**src/rtl/fir_sched_pkg.sv**
```systemverilog
// rtl/fir_sched_pkg.sv - shared constants and types for the time-multiplexed 6-tap FIR controller
package fir_sched_pkg;

  localparam int TAPS      = 6;
  localparam int NADD      = 5;
  localparam int STEP_W    = 3;
  localparam int LAST_STEP = NADD + 1;
  localparam int MASK_W    = TAPS + NADD;

  // Mode mask layout: bits [5:0] select approximate multiply per tap, bits [10:6] approximate add per step 2..6.
  localparam int MUL_BIT0 = 0;
  localparam int ADD_BIT0 = 6;

  typedef enum logic [1:0] {
    IDLE = 2'd0,
    RUN  = 2'd1,
    DONE = 2'd2
  } state_t;

endpackage

```
**src/rtl/fir_sched_ctrl_if.sv**
```systemverilog
// rtl/fir_sched_ctrl_if.sv - sample/result handshake, config port and shared arithmetic unit bus
interface fir_sched_ctrl_if #(
  parameter int DATA_W = 16,
  parameter int COEF_W = 16
);
  localparam int PROD_W = DATA_W + COEF_W;
  localparam int OUT_W  = PROD_W + 3;

  logic                  in_valid;
  logic                  in_ready;
  logic [6*DATA_W-1:0]   in_data;
  logic                  cfg_we;
  logic [2:0]            cfg_addr;
  logic [COEF_W-1:0]     cfg_data;
  logic [DATA_W-1:0]     mul_a;
  logic [COEF_W-1:0]     mul_b;
  logic                  mul_en;
  logic                  mul_approx;
  logic [PROD_W-1:0]     mul_y;
  logic [OUT_W-1:0]      add_a;
  logic [OUT_W-1:0]      add_b;
  logic                  add_en;
  logic                  add_approx;
  logic [OUT_W-1:0]      add_y;
  logic                  out_valid;
  logic                  out_ready;
  logic [OUT_W-1:0]      out_data;
  logic                  busy;

  modport master (
    output in_valid, in_data, cfg_we, cfg_addr, cfg_data, mul_y, add_y, out_ready,
    input  in_ready, mul_a, mul_b, mul_en, mul_approx, add_a, add_b, add_en, add_approx,
           out_valid, out_data, busy
  );

  modport slave (
    input  in_valid, in_data, cfg_we, cfg_addr, cfg_data, mul_y, add_y, out_ready,
    output in_ready, mul_a, mul_b, mul_en, mul_approx, add_a, add_b, add_en, add_approx,
           out_valid, out_data, busy
  );

endinterface

```
**src/rtl/fir_sched_cfg.sv**
```systemverilog
// rtl/fir_sched_cfg.sv - coefficient and mode-mask shadow registers with write decode
module fir_sched_cfg
  import fir_sched_pkg::*;
#(
  parameter int COEF_W = 16
) (
  input  logic                   clk,
  input  logic                   rst_n,
  input  logic                   we_i,
  input  logic [2:0]             addr_i,
  input  logic [COEF_W-1:0]      data_i,
  output logic [TAPS*COEF_W-1:0] coef_o,
  output logic [MASK_W-1:0]      mask_o
);

  logic [COEF_W-1:0] coef_q [TAPS];
  logic [MASK_W-1:0] mask_q;

  // Address 6 falls through both branches and is deliberately a no-op.
  always_ff @(posedge clk or negedge rst_n) begin
    if (!rst_n) begin
      for (int i = 0; i < TAPS; i++) begin
        coef_q[i] <= '0;
      end
      mask_q <= '0;
    end else if (we_i) begin
      if (addr_i < 3'(TAPS)) begin
        coef_q[addr_i] <= data_i;
      end else if (addr_i == 3'd7) begin
        mask_q <= data_i[MASK_W-1:0];
      end
    end
  end

  for (genvar g = 0; g < TAPS; g++) begin : g_coef
    assign coef_o[g*COEF_W +: COEF_W] = coef_q[g];
  end

  assign mask_o = mask_q;

endmodule

```
**src/rtl/fir_sched_ctrl.sv**
```systemverilog
// rtl/fir_sched_ctrl.sv - schedules six multiplies and five adds of a 6-tap FIR onto one shared
// multiplier and one shared adder over a fixed 7-step sequence
module fir_sched_ctrl
  import fir_sched_pkg::*;
#(
  parameter int DATA_W = 16,
  parameter int COEF_W = 16
) (
  input  logic           clk,
  input  logic           rst_n,
  fir_sched_ctrl_if.slave bus
);

  localparam int PROD_W = DATA_W + COEF_W;
  localparam int OUT_W  = PROD_W + 3;

  logic [TAPS*COEF_W-1:0] cfg_coef;
  logic [MASK_W-1:0]      cfg_mask;

  fir_sched_cfg #(
    .COEF_W (COEF_W)
  ) u_cfg (
    .clk    (clk),
    .rst_n  (rst_n),
    .we_i   (bus.cfg_we),
    .addr_i (bus.cfg_addr),
    .data_i (bus.cfg_data),
    .coef_o (cfg_coef),
    .mask_o (cfg_mask)
  );

  state_t             state_q, state_d;
  logic [STEP_W-1:0]  step_q, step_d;
  logic [DATA_W-1:0]  smp_q  [TAPS];
  logic [COEF_W-1:0]  coef_q [TAPS];
  logic [MASK_W-1:0]  mask_q;
  logic [PROD_W-1:0]  p_q;
  logic [OUT_W-1:0]   acc_q;
  logic [OUT_W-1:0]   out_data_q;
  logic               in_ready_q;
  logic               out_valid_q;
  logic               busy_q;

  logic               accept;
  logic               mul_issue;
  logic               add_issue;
  logic               acc_load;
  logic               last_step;
  logic [STEP_W-1:0]  tap_idx;
  logic [3:0]         mul_bit;
  logic [3:0]         add_bit;
  logic [OUT_W-1:0]   p_ext;

  assign accept    = (state_q == IDLE) && in_ready_q && bus.in_valid;
  assign mul_issue = (state_q == RUN) && (step_q <= STEP_W'(TAPS - 1));
  assign add_issue = (state_q == RUN) && (step_q >= STEP_W'(2));
  assign acc_load  = (state_q == RUN) && (step_q == STEP_W'(1));
  assign last_step = (state_q == RUN) && (step_q == STEP_W'(LAST_STEP));

  // Index helpers are forced to a safe in-range value whenever the matching strobe is low.
  assign tap_idx = mul_issue ? step_q : '0;
  assign mul_bit = 4'(MUL_BIT0) + 4'(tap_idx);
  assign add_bit = add_issue ? (4'(ADD_BIT0) + 4'(step_q) - 4'd2) : 4'(ADD_BIT0);
  assign p_ext   = {{(OUT_W - PROD_W){p_q[PROD_W-1]}}, p_q};

  assign bus.mul_en     = mul_issue;
  assign bus.mul_a      = mul_issue ? smp_q[tap_idx]  : '0;
  assign bus.mul_b      = mul_issue ? coef_q[tap_idx] : '0;
  assign bus.mul_approx = mul_issue && mask_q[mul_bit];

  assign bus.add_en     = add_issue;
  assign bus.add_a      = add_issue ? acc_q : '0;
  assign bus.add_b      = add_issue ? p_ext : '0;
  assign bus.add_approx = add_issue && mask_q[add_bit];

  assign bus.in_ready   = in_ready_q;
  assign bus.out_valid  = out_valid_q;
  assign bus.out_data   = out_data_q;
  assign bus.busy       = busy_q;

  always_comb begin
    state_d = state_q;
    step_d  = step_q;
    case (state_q)
      IDLE: begin
        if (accept) begin
          state_d = RUN;
          step_d  = '0;
        end
      end
      RUN: begin
        if (last_step) begin
          state_d = DONE;
        end else begin
          step_d = step_q + STEP_W'(1);
        end
      end
      DONE: begin
        if (bus.out_ready) begin
          state_d = IDLE;
        end
      end
      default: state_d = IDLE;
    endcase
  end

  // Handshake flags are registered from the next state so they line up with state_q.
  always_ff @(posedge clk or negedge rst_n) begin
    if (!rst_n) begin
      state_q     <= IDLE;
      step_q      <= '0;
      in_ready_q  <= 1'b0;
      out_valid_q <= 1'b0;
      busy_q      <= 1'b0;
      out_data_q  <= '0;
      p_q         <= '0;
      acc_q       <= '0;
      mask_q      <= '0;
      for (int i = 0; i < TAPS; i++) begin
        smp_q[i]  <= '0;
        coef_q[i] <= '0;
      end
    end else begin
      state_q     <= state_d;
      step_q      <= step_d;
      in_ready_q  <= (state_d == IDLE);
      out_valid_q <= (state_d == DONE);
      busy_q      <= (state_d != IDLE);

      if (accept) begin
        for (int i = 0; i < TAPS; i++) begin
          smp_q[i]  <= bus.in_data[i*DATA_W +: DATA_W];
          coef_q[i] <= cfg_coef[i*COEF_W +: COEF_W];
        end
        mask_q <= cfg_mask;
      end

      if (mul_issue) begin
        p_q <= bus.mul_y;
      end

      if (acc_load) begin
        acc_q <= p_ext;
      end else if (add_issue) begin
        acc_q <= bus.add_y;
      end

      if (last_step) begin
        out_data_q <= bus.add_y;
      end
    end
  end

endmodule

```
**src/flat_wrapper.sv**
```systemverilog
// flat-port wrapper written by rule: the top's interface ports become plain ports
module fir_sched_ctrl_flat import fir_sched_pkg::*;
#(
  parameter int DATA_W = 16,
  parameter int COEF_W = 16
)
  (clk, rst_n, bus_in_valid, bus_in_data, bus_cfg_we, bus_cfg_addr, bus_cfg_data, bus_mul_y, bus_add_y, bus_out_ready, bus_in_ready, bus_mul_a, bus_mul_b, bus_mul_en, bus_mul_approx, bus_add_a, bus_add_b, bus_add_en, bus_add_approx, bus_out_valid, bus_out_data, bus_busy);
  fir_sched_ctrl_if #(.DATA_W(DATA_W), .COEF_W(COEF_W)) bus_i ();
  input  logic clk;
  input  logic rst_n;
  input wire logic [$bits(bus_i.in_valid)-1:0] bus_in_valid;
  input wire logic [$bits(bus_i.in_data)-1:0] bus_in_data;
  input wire logic [$bits(bus_i.cfg_we)-1:0] bus_cfg_we;
  input wire logic [$bits(bus_i.cfg_addr)-1:0] bus_cfg_addr;
  input wire logic [$bits(bus_i.cfg_data)-1:0] bus_cfg_data;
  input wire logic [$bits(bus_i.mul_y)-1:0] bus_mul_y;
  input wire logic [$bits(bus_i.add_y)-1:0] bus_add_y;
  input wire logic [$bits(bus_i.out_ready)-1:0] bus_out_ready;
  output wire logic [$bits(bus_i.in_ready)-1:0] bus_in_ready;
  output wire logic [$bits(bus_i.mul_a)-1:0] bus_mul_a;
  output wire logic [$bits(bus_i.mul_b)-1:0] bus_mul_b;
  output wire logic [$bits(bus_i.mul_en)-1:0] bus_mul_en;
  output wire logic [$bits(bus_i.mul_approx)-1:0] bus_mul_approx;
  output wire logic [$bits(bus_i.add_a)-1:0] bus_add_a;
  output wire logic [$bits(bus_i.add_b)-1:0] bus_add_b;
  output wire logic [$bits(bus_i.add_en)-1:0] bus_add_en;
  output wire logic [$bits(bus_i.add_approx)-1:0] bus_add_approx;
  output wire logic [$bits(bus_i.out_valid)-1:0] bus_out_valid;
  output wire logic [$bits(bus_i.out_data)-1:0] bus_out_data;
  output wire logic [$bits(bus_i.busy)-1:0] bus_busy;
  assign bus_i.in_valid = bus_in_valid;
  assign bus_i.in_data = bus_in_data;
  assign bus_i.cfg_we = bus_cfg_we;
  assign bus_i.cfg_addr = bus_cfg_addr;
  assign bus_i.cfg_data = bus_cfg_data;
  assign bus_i.mul_y = bus_mul_y;
  assign bus_i.add_y = bus_add_y;
  assign bus_i.out_ready = bus_out_ready;
  assign bus_in_ready = bus_i.in_ready;
  assign bus_mul_a = bus_i.mul_a;
  assign bus_mul_b = bus_i.mul_b;
  assign bus_mul_en = bus_i.mul_en;
  assign bus_mul_approx = bus_i.mul_approx;
  assign bus_add_a = bus_i.add_a;
  assign bus_add_b = bus_i.add_b;
  assign bus_add_en = bus_i.add_en;
  assign bus_add_approx = bus_i.add_approx;
  assign bus_out_valid = bus_i.out_valid;
  assign bus_out_data = bus_i.out_data;
  assign bus_busy = bus_i.busy;
  fir_sched_ctrl #(.DATA_W(DATA_W), .COEF_W(COEF_W)) u_core (.clk(clk), .rst_n(rst_n), .bus(bus_i));
endmodule
```
**config.mk**
```make
export PLATFORM = sky130hd
export DESIGN_NAME = fir_sched_ctrl_flat
export DESIGN_NICKNAME = d
export VERILOG_FILES = /design/src/rtl/fir_sched_pkg.sv /design/src/rtl/fir_sched_ctrl_if.sv /design/src/rtl/fir_sched_cfg.sv /design/src/rtl/fir_sched_ctrl.sv /design/src/flat_wrapper.sv
export SDC_FILE = /design/constraint.sdc
export NUM_CORES = 1
export LEC_CHECK = 0
export CORE_MARGIN = 5
export CORE_UTILIZATION = 55
export CTS_BUF_LIST = sky130_fd_sc_hd__clkbuf_8
export DETAILED_ROUTE_END_ITERATION = 12
export PLACE_DENSITY = 0.83
export SLEW_MARGIN = 25
export SYNTH_ARGS = -nofsm -noshare
export SYNTH_HDL_FRONTEND = slang
export SYNTH_HIERARCHICAL = 1
export SYNTH_SLANG_ARGS = --single-unit
```
**constraint.sdc**
```tcl
create_clock -name clk -period 2.9 [get_ports clk]
set_input_delay 0.435 -clock clk [delete_from_list [all_inputs] [get_ports clk]]
set_output_delay 0.435 -clock clk [all_outputs]
set_load 0.005 [all_outputs]
```
# Word level (Yosys, flattened, before mapping)
# Cells that the tools add are included.
word_totals:
  out_inout_bits: 144
  regBits: 420
  word_cells: 95
  inputBits: 187
classes:
  addsub: 3
  eq_ne: 8
  n_reduce_logical: 17
  order_cmp: 8
  n_bitwise: 3
  muxes: 28
ops:
  columns: ["cell", "n"]
  rows:
  - ["35-bit two-way mux", 4]
  - ["16-bit two-way mux", 7]
  - ["16-bit binary-select mux with 3-bit select", 2]
  - ["96-bit bitwise mux", 1]
  - ["16-bit demux with 3-bit select", 1]
  - ["1-bit logical AND", 9]
  - ["3-bit two-way mux", 3]
  - ["4-bit greater-or-equal comparator (second input constant)", 2]
  - ["3-bit NOT with 4-bit output", 2]
  - ["3-bit == test (second input constant)", 2]
  - ["2-bit two-way mux", 3]
  - ["2-bit case mux with 3 select lines", 1]
  - ["3-bit case mux with 2 select lines", 1]
  - ["3-bit AND reduction", 2]
  - ["2-bit nonzero test", 3]
  - ["3-bit by 5-bit less-than comparator with 1-bit output (second input constant)", 1]
  - ["4-bit by 5-bit less-than comparator with 1-bit output (second input constant)", 1]
  - ["3-bit by 3-bit adder with 4-bit output (first input constant)", 1]
  - ["1-bit binary-select mux with 4-bit select", 1]
  - ["2-bit == test (second input constant)", 2]
  - ["2-bit zero test", 2]
  - ["4-bit by 1-bit less-than comparator with 1-bit output (second input constant)", 1]
  - ["4-bit two-way mux", 1]
  - ["4-bit by 2-bit subtractor with 4-bit output (second input constant)", 1]
  - ["other kinds (12)", 13]

# Longest topological paths before layout
depth:
  word_depth: 8
  ltp_mapped: 13
  depth_no_buf: 7

# Modules after synthesis
# Netlist, hierarchy kept.
by_module_without_submodules:
  columns: ["module", "area_per_inst_um2", "seq_area_each_um2", "instances", "cells_each"]
  rows:
  - ["fir_sched_ctrl", 14765.4, 7832.5, 1, 1538]
  - ["fir_sched_cfg", 4090.2, 2677.6, 1, 232]

# Least setup slack after synthesis
# No wires, ideal clock.
synth_timing:
  path_kind: "register to output"
  startpoint: "register u_core.step_q[0]"
  endpoint: "output port bus_add_b[32]"
  arrival_time_ns: 2.264
  stages_incl_launch_ff: 13
  setup_slack_ns: 0.201
  required_time_ns: 2.465
  path_cell_list: "dfrtp_1 -> buf_2 -> inv_2 -> buf_2 -> buf_2 -> ha_1 -> nor3_1 -> nand2b_1 -> buf_2 -> inv_2 -> clkbuf_1 -> and2_1 -> buf_4"
synth_between:
  elab_chain_len: 3
synth_lines:
  columns: ["item", "line", "source"]
  rows:
  - ["from (decl)", "fir_sched_ctrl.sv:33", "logic [STEP_W-1:0] step_q, step_d;"]
  - ["from (signal assigned)", "fir_sched_ctrl.sv:125", "step_q <= step_d;"]
  - ["3-bit by 2-bit greater-or-equal comparator with 1-bit output", "fir_sched_ctrl.sv:56", "assign add_issue = (state_q == RUN) && (step_q >= STEP_W'(2));"]
  - ["1-bit logical AND", "fir_sched_ctrl.sv:56", null]
  - ["35-bit two-way mux", "fir_sched_ctrl.sv:73", "assign bus.add_b = add_issue ? p_ext : '0;"]
  - ["to (decl)", "flat_wrapper.sv:25", "output wire logic [$bits(bus_i.add_b)-1:0] bus_add_b;"]
# No other way between the ends.

# Final worst setup path
layout_timing:
  startpoint: "register u_core.step_q[0]"
  endpoint: "output port bus_mul_a[4]"
layout_between:
  elab_chain_len: 8
layout_lines:
  columns: ["item", "line", "source"]
  rows:
  - ["3-bit <= comparator", "fir_sched_ctrl.sv:55", "assign mul_issue = (state_q == RUN) && (step_q <= STEP_W'(TAPS - 1));"]
  - ["1-bit logical AND", "fir_sched_ctrl.sv:55", null]
  - ["3-bit two-way mux", "fir_sched_ctrl.sv:61", "assign tap_idx = mul_issue ? step_q : '0;"]
  - ["3-bit NOT with 4-bit output (not written as such)", "fir_sched_ctrl.sv:67", "assign bus.mul_a = mul_issue ? smp_q[tap_idx] : '0;"]
  - ["16-bit binary-select mux with 3-bit select", "fir_sched_ctrl.sv:67", null]
  - ["16-bit two-way mux (not written as such) (2 in series)", "fir_sched_ctrl.sv:67", null]
  - ["16-bit two-way mux *", "fir_sched_ctrl.sv:67", null]
  - ["to (decl)", "flat_wrapper.sv:20", "output wire logic [$bits(bus_i.mul_a)-1:0] bus_mul_a;"]
# Every way passes the cells marked *; elsewhere a longest branch is shown, timed or not. The select of a mux whose other input is x is not followed.

==> summary.txt <==
Root Buffer: clkbuf_8
Final Max Slew Viols: 0
Minimum clock period: 2994 ps
Worst EP arrival: 2560 ps
Antenna Violating Nets Remaining: 0
Fraction of layout instances using a drive strength above 1: 0.2335
Placed Cells incl. Taps: 2478
DRT Pass-1 Iters: 6
Worst-Skew Late Latency: 620 ps
Synth Instances: 1770
Crit share post-route: 1.032
Final Non-Filler Cells: 2648
All-Layer GR Usage: 0.3055
Asr flop ratio synth: 1.000
Die Ht: 195.2 um
Largest net degree at the start of global routing: 72
# setup viols final: 23
CTS buffer count: 71
DR DRC count: 0
Top Layer Used: met5
Critical Path Fanout Max: 15
Power per Cell Area: 1143 nW/um^2
Yosys reg bits: 420
Starting DRC count in detailed routing: 1327
Avg Inst Size Synth: 10.65 sq um
I/O Pins: 331
Clock-pin slew on the worst setup and hold paths: 60 ps
Hold WS: 333.8 ps
Worst Setup EP: bus_mul_a[4]
Sequential element share of the synthesized area: 0.5574
Number of H-tree levels: 3
P&R area growth vs syn: 34.77%
CTS tree: done
Maxcap violations: 0
CP required: 2470 ps
Most common cell after layout, fill and taps aside: nand2_1
Crit path cell chain: ha_4, nor2b_4, buf_4, buf_12, o31a_1, a211oi_4, o32ai_2, buf_2
# rows: 67
Commonest cells after routing, fill and taps aside: nand2_1, dfrtp_1, clkdlybuf4s50_1, mux2_2, clkbuf_8
Port bufs: 330
Core Footprint: 33700 sq um
Most used DFF post-synth: dfrtp_1
Number of synthesized flops with an enable pin: 0
WL met1: 22710 um
Chip width: 195.2 um
Post-synth cell types: 56
DP HPWL: 36710 um
Via count: 15280
Placer congestion estimate: 0.8424
Vias in the first global route: 16170
Wire length on met3: 4685 um
First-pass GRT wire length: 91830 um
Ys Warns: 6
Status: finished with violations
Area of the mapped netlist: 18860 sq um
Violated checks: setup timing
Worst r2r src: u_core/step_q[1]$_DFFE_PN0P_
Critical Path Start: u_core/step_q[0]$_DFFE_PN0P_
Metal2 WL: 29910 um
Worst-Margin Slew: 735.6 ps
CP max stage cell: dfrtp_2
# clock sinks: 420
Maximum clock path buffer count: 3
Leak pwr: 12.05 nW
Peak Freq: 334.0 MHz
Avg WL per Cell: 22.64 um
Worst vdd ir: 0.0006757 V
Worst Slack Setup Final: -94.07 ps
Worst Setup End Kind: output pin
Reg-to-reg critical path endpoint: u_core/p_q[8]$_DFFE_PN0P_
Initial antenna violation count: 7
Reg2reg path depth: 7
Slew margin rel.: 0.5081
Startpoint Class: register
Remaining global-route overflow: 0
Via density: 5.770
Mapped Nets: 1960
HP Class: in -> reg
Fin. Hold Viols: 0
Fin nets: 2337
R2R setup slack: 710 ps
Final wirelength: 59960 um
Critical hold path startpoint: bus_in_data[76]
Final clock skew: 28.79 ps
RSZ-0062 raised after global routing: yes
Critical path's largest stage delay: 450 ps
DIE AREA: 38090 sq um
Critical path class: reg -> out
Initial Util: 0.5595
==> worst min-delay path by stage <==
stage                                          to  cells past startpoint
finish               u_core/smp_q[28]$_DFFE_PN0P_                      3
global route         u_core/smp_q[28]$_DFFE_PN0P_                      3
global placement    u_core/coef_q[13]$_DFFE_PN0P_                      2
floorplan             u_core/acc_q[0]$_DFFE_PN0P_                      0
CTS                  u_core/smp_q[28]$_DFFE_PN0P_                      3
detailed placement  u_core/coef_q[40]$_DFFE_PN0P_                      2
==> Yosys cell counts, types with 3 or more instances <==
cell type / number / area (sq um)
buf_2: 41 / 205.2
mux2i_1: 34 / 340.3
nand3_1: 5 / 25.02
a221oi_2: 30 / 450.4
mux2_2: 121 / 1363
a21oi_1: 6 / 30.03
nand2_1: 687 / 2579
a211oi_1: 30 / 225.2
buf_1: 8 / 30.03
mux2_1: 55 / 619.3
buf_6: 12 / 135.1
buf_4: 9 / 67.56
dfrtp_1: 420 / 10510
nor2_1: 39 / 146.4
a31oi_1: 35 / 219.0
ha_1: 3 / 37.54
o32ai_2: 29 / 471.7
clkbuf_1: 58 / 217.7
o31a_1: 30 / 262.8
a2bb2oi_1: 3 / 26.28
and2_1: 67 / 419.2
==> registers in the layout (all words and copies together), names as in the netlist <==
| register | cells |
|---|---|
| u_core/state_q | 2 |
| u_core/bus.out_data | 35 |
| u_core/bus.busy | 1 |
| u_core/coef_q | 96 |
| u_core/mask_q | 11 |
| u_core/u_cfg/coef_o | 96 |
| u_core/smp_q | 96 |
| u_core/bus.in_ready | 1 |
| u_core/p_q | 32 |
| u_core/u_cfg/mask_o | 11 |
| u_core/step_q | 3 |
| u_core/bus.out_valid | 1 |
| u_core/acc_q | 35 |
==> metal layers <==
| metal | track usage | vias to the layer above |
|---|---|---|
| met5 | 0 | - |
| met4 | 0.1448 | 8 |
| met3 | 0.06600 | 184 |
| met2 | 0.5100 | 784 |
| met1 | 0.3820 | 7605 |
| li1 | - | 6699 |
==> timing repair <==
action,in CTS,in global routing
resized for setup,271,112
hold endpoints to repair,60,0
cloned,13,1
buffers inserted,21,15
pin swaps,22,41
hold buffers,1,0
setup endpoints to repair,105,98
==> where the power goes <==
part	switching, W	internal, W
sequential	0.00172	0.00827
clock	0.00246	0.00332
combinational	0.00691	0.00636
total	0.0111	0.0179
==> cell families after synthesis <==
family	count (synthesis)	synth area share
and+or+nand+nor	825	0.1826
DFF	420	0.5574
muxes	212	0.1251
AOI/OAI and AO/OA	176	0.09569
buffers and inverters	134	0.03716
adders and majority gates	3	0.001991
==> metrics by stage <==
step	setup TNS, ps	setup WS (ps)	cell area, sq um	power (W)	utilization
6_report	-811.3	-94.07	25410	0.02904	0.7541
5_1_grt	-3859	-167.2	25410	0.03058	0.7541
4_1_cts	-2163	-181.5	25140	0.02836	0.7459
3_5_place_dp	0	88.64	22810	0.02117	0.6770
3_3_place_gp	0	92.51	22810	0.02068	0.6770
2_1_floorplan	0	200.9	18860	0.01597	-
==> worst max-delay path, delay by kind of cell, from the launching register on <==
family,cells,cell delay [ps]
AO/OA/AOI/OAI,3,630
adder cells (fa/ha/maj),1,190
buffers and inverters,3,490
flip-flops,1,450
AND/OR/NAND/NOR,1,190
==> layout make-up <==
cell class                 count  area, sq um
inverter                       4        27.53
tap                          448        560.5
antenna                        3        7.507
clock inverter                34        325.3
clock buffer                  89         1225
multi-input combinational   1216         8239
fill                        2113         8288
timing repair buffer         434         4513
sequential                   420        10510
(Power assumes the default switching activity.)
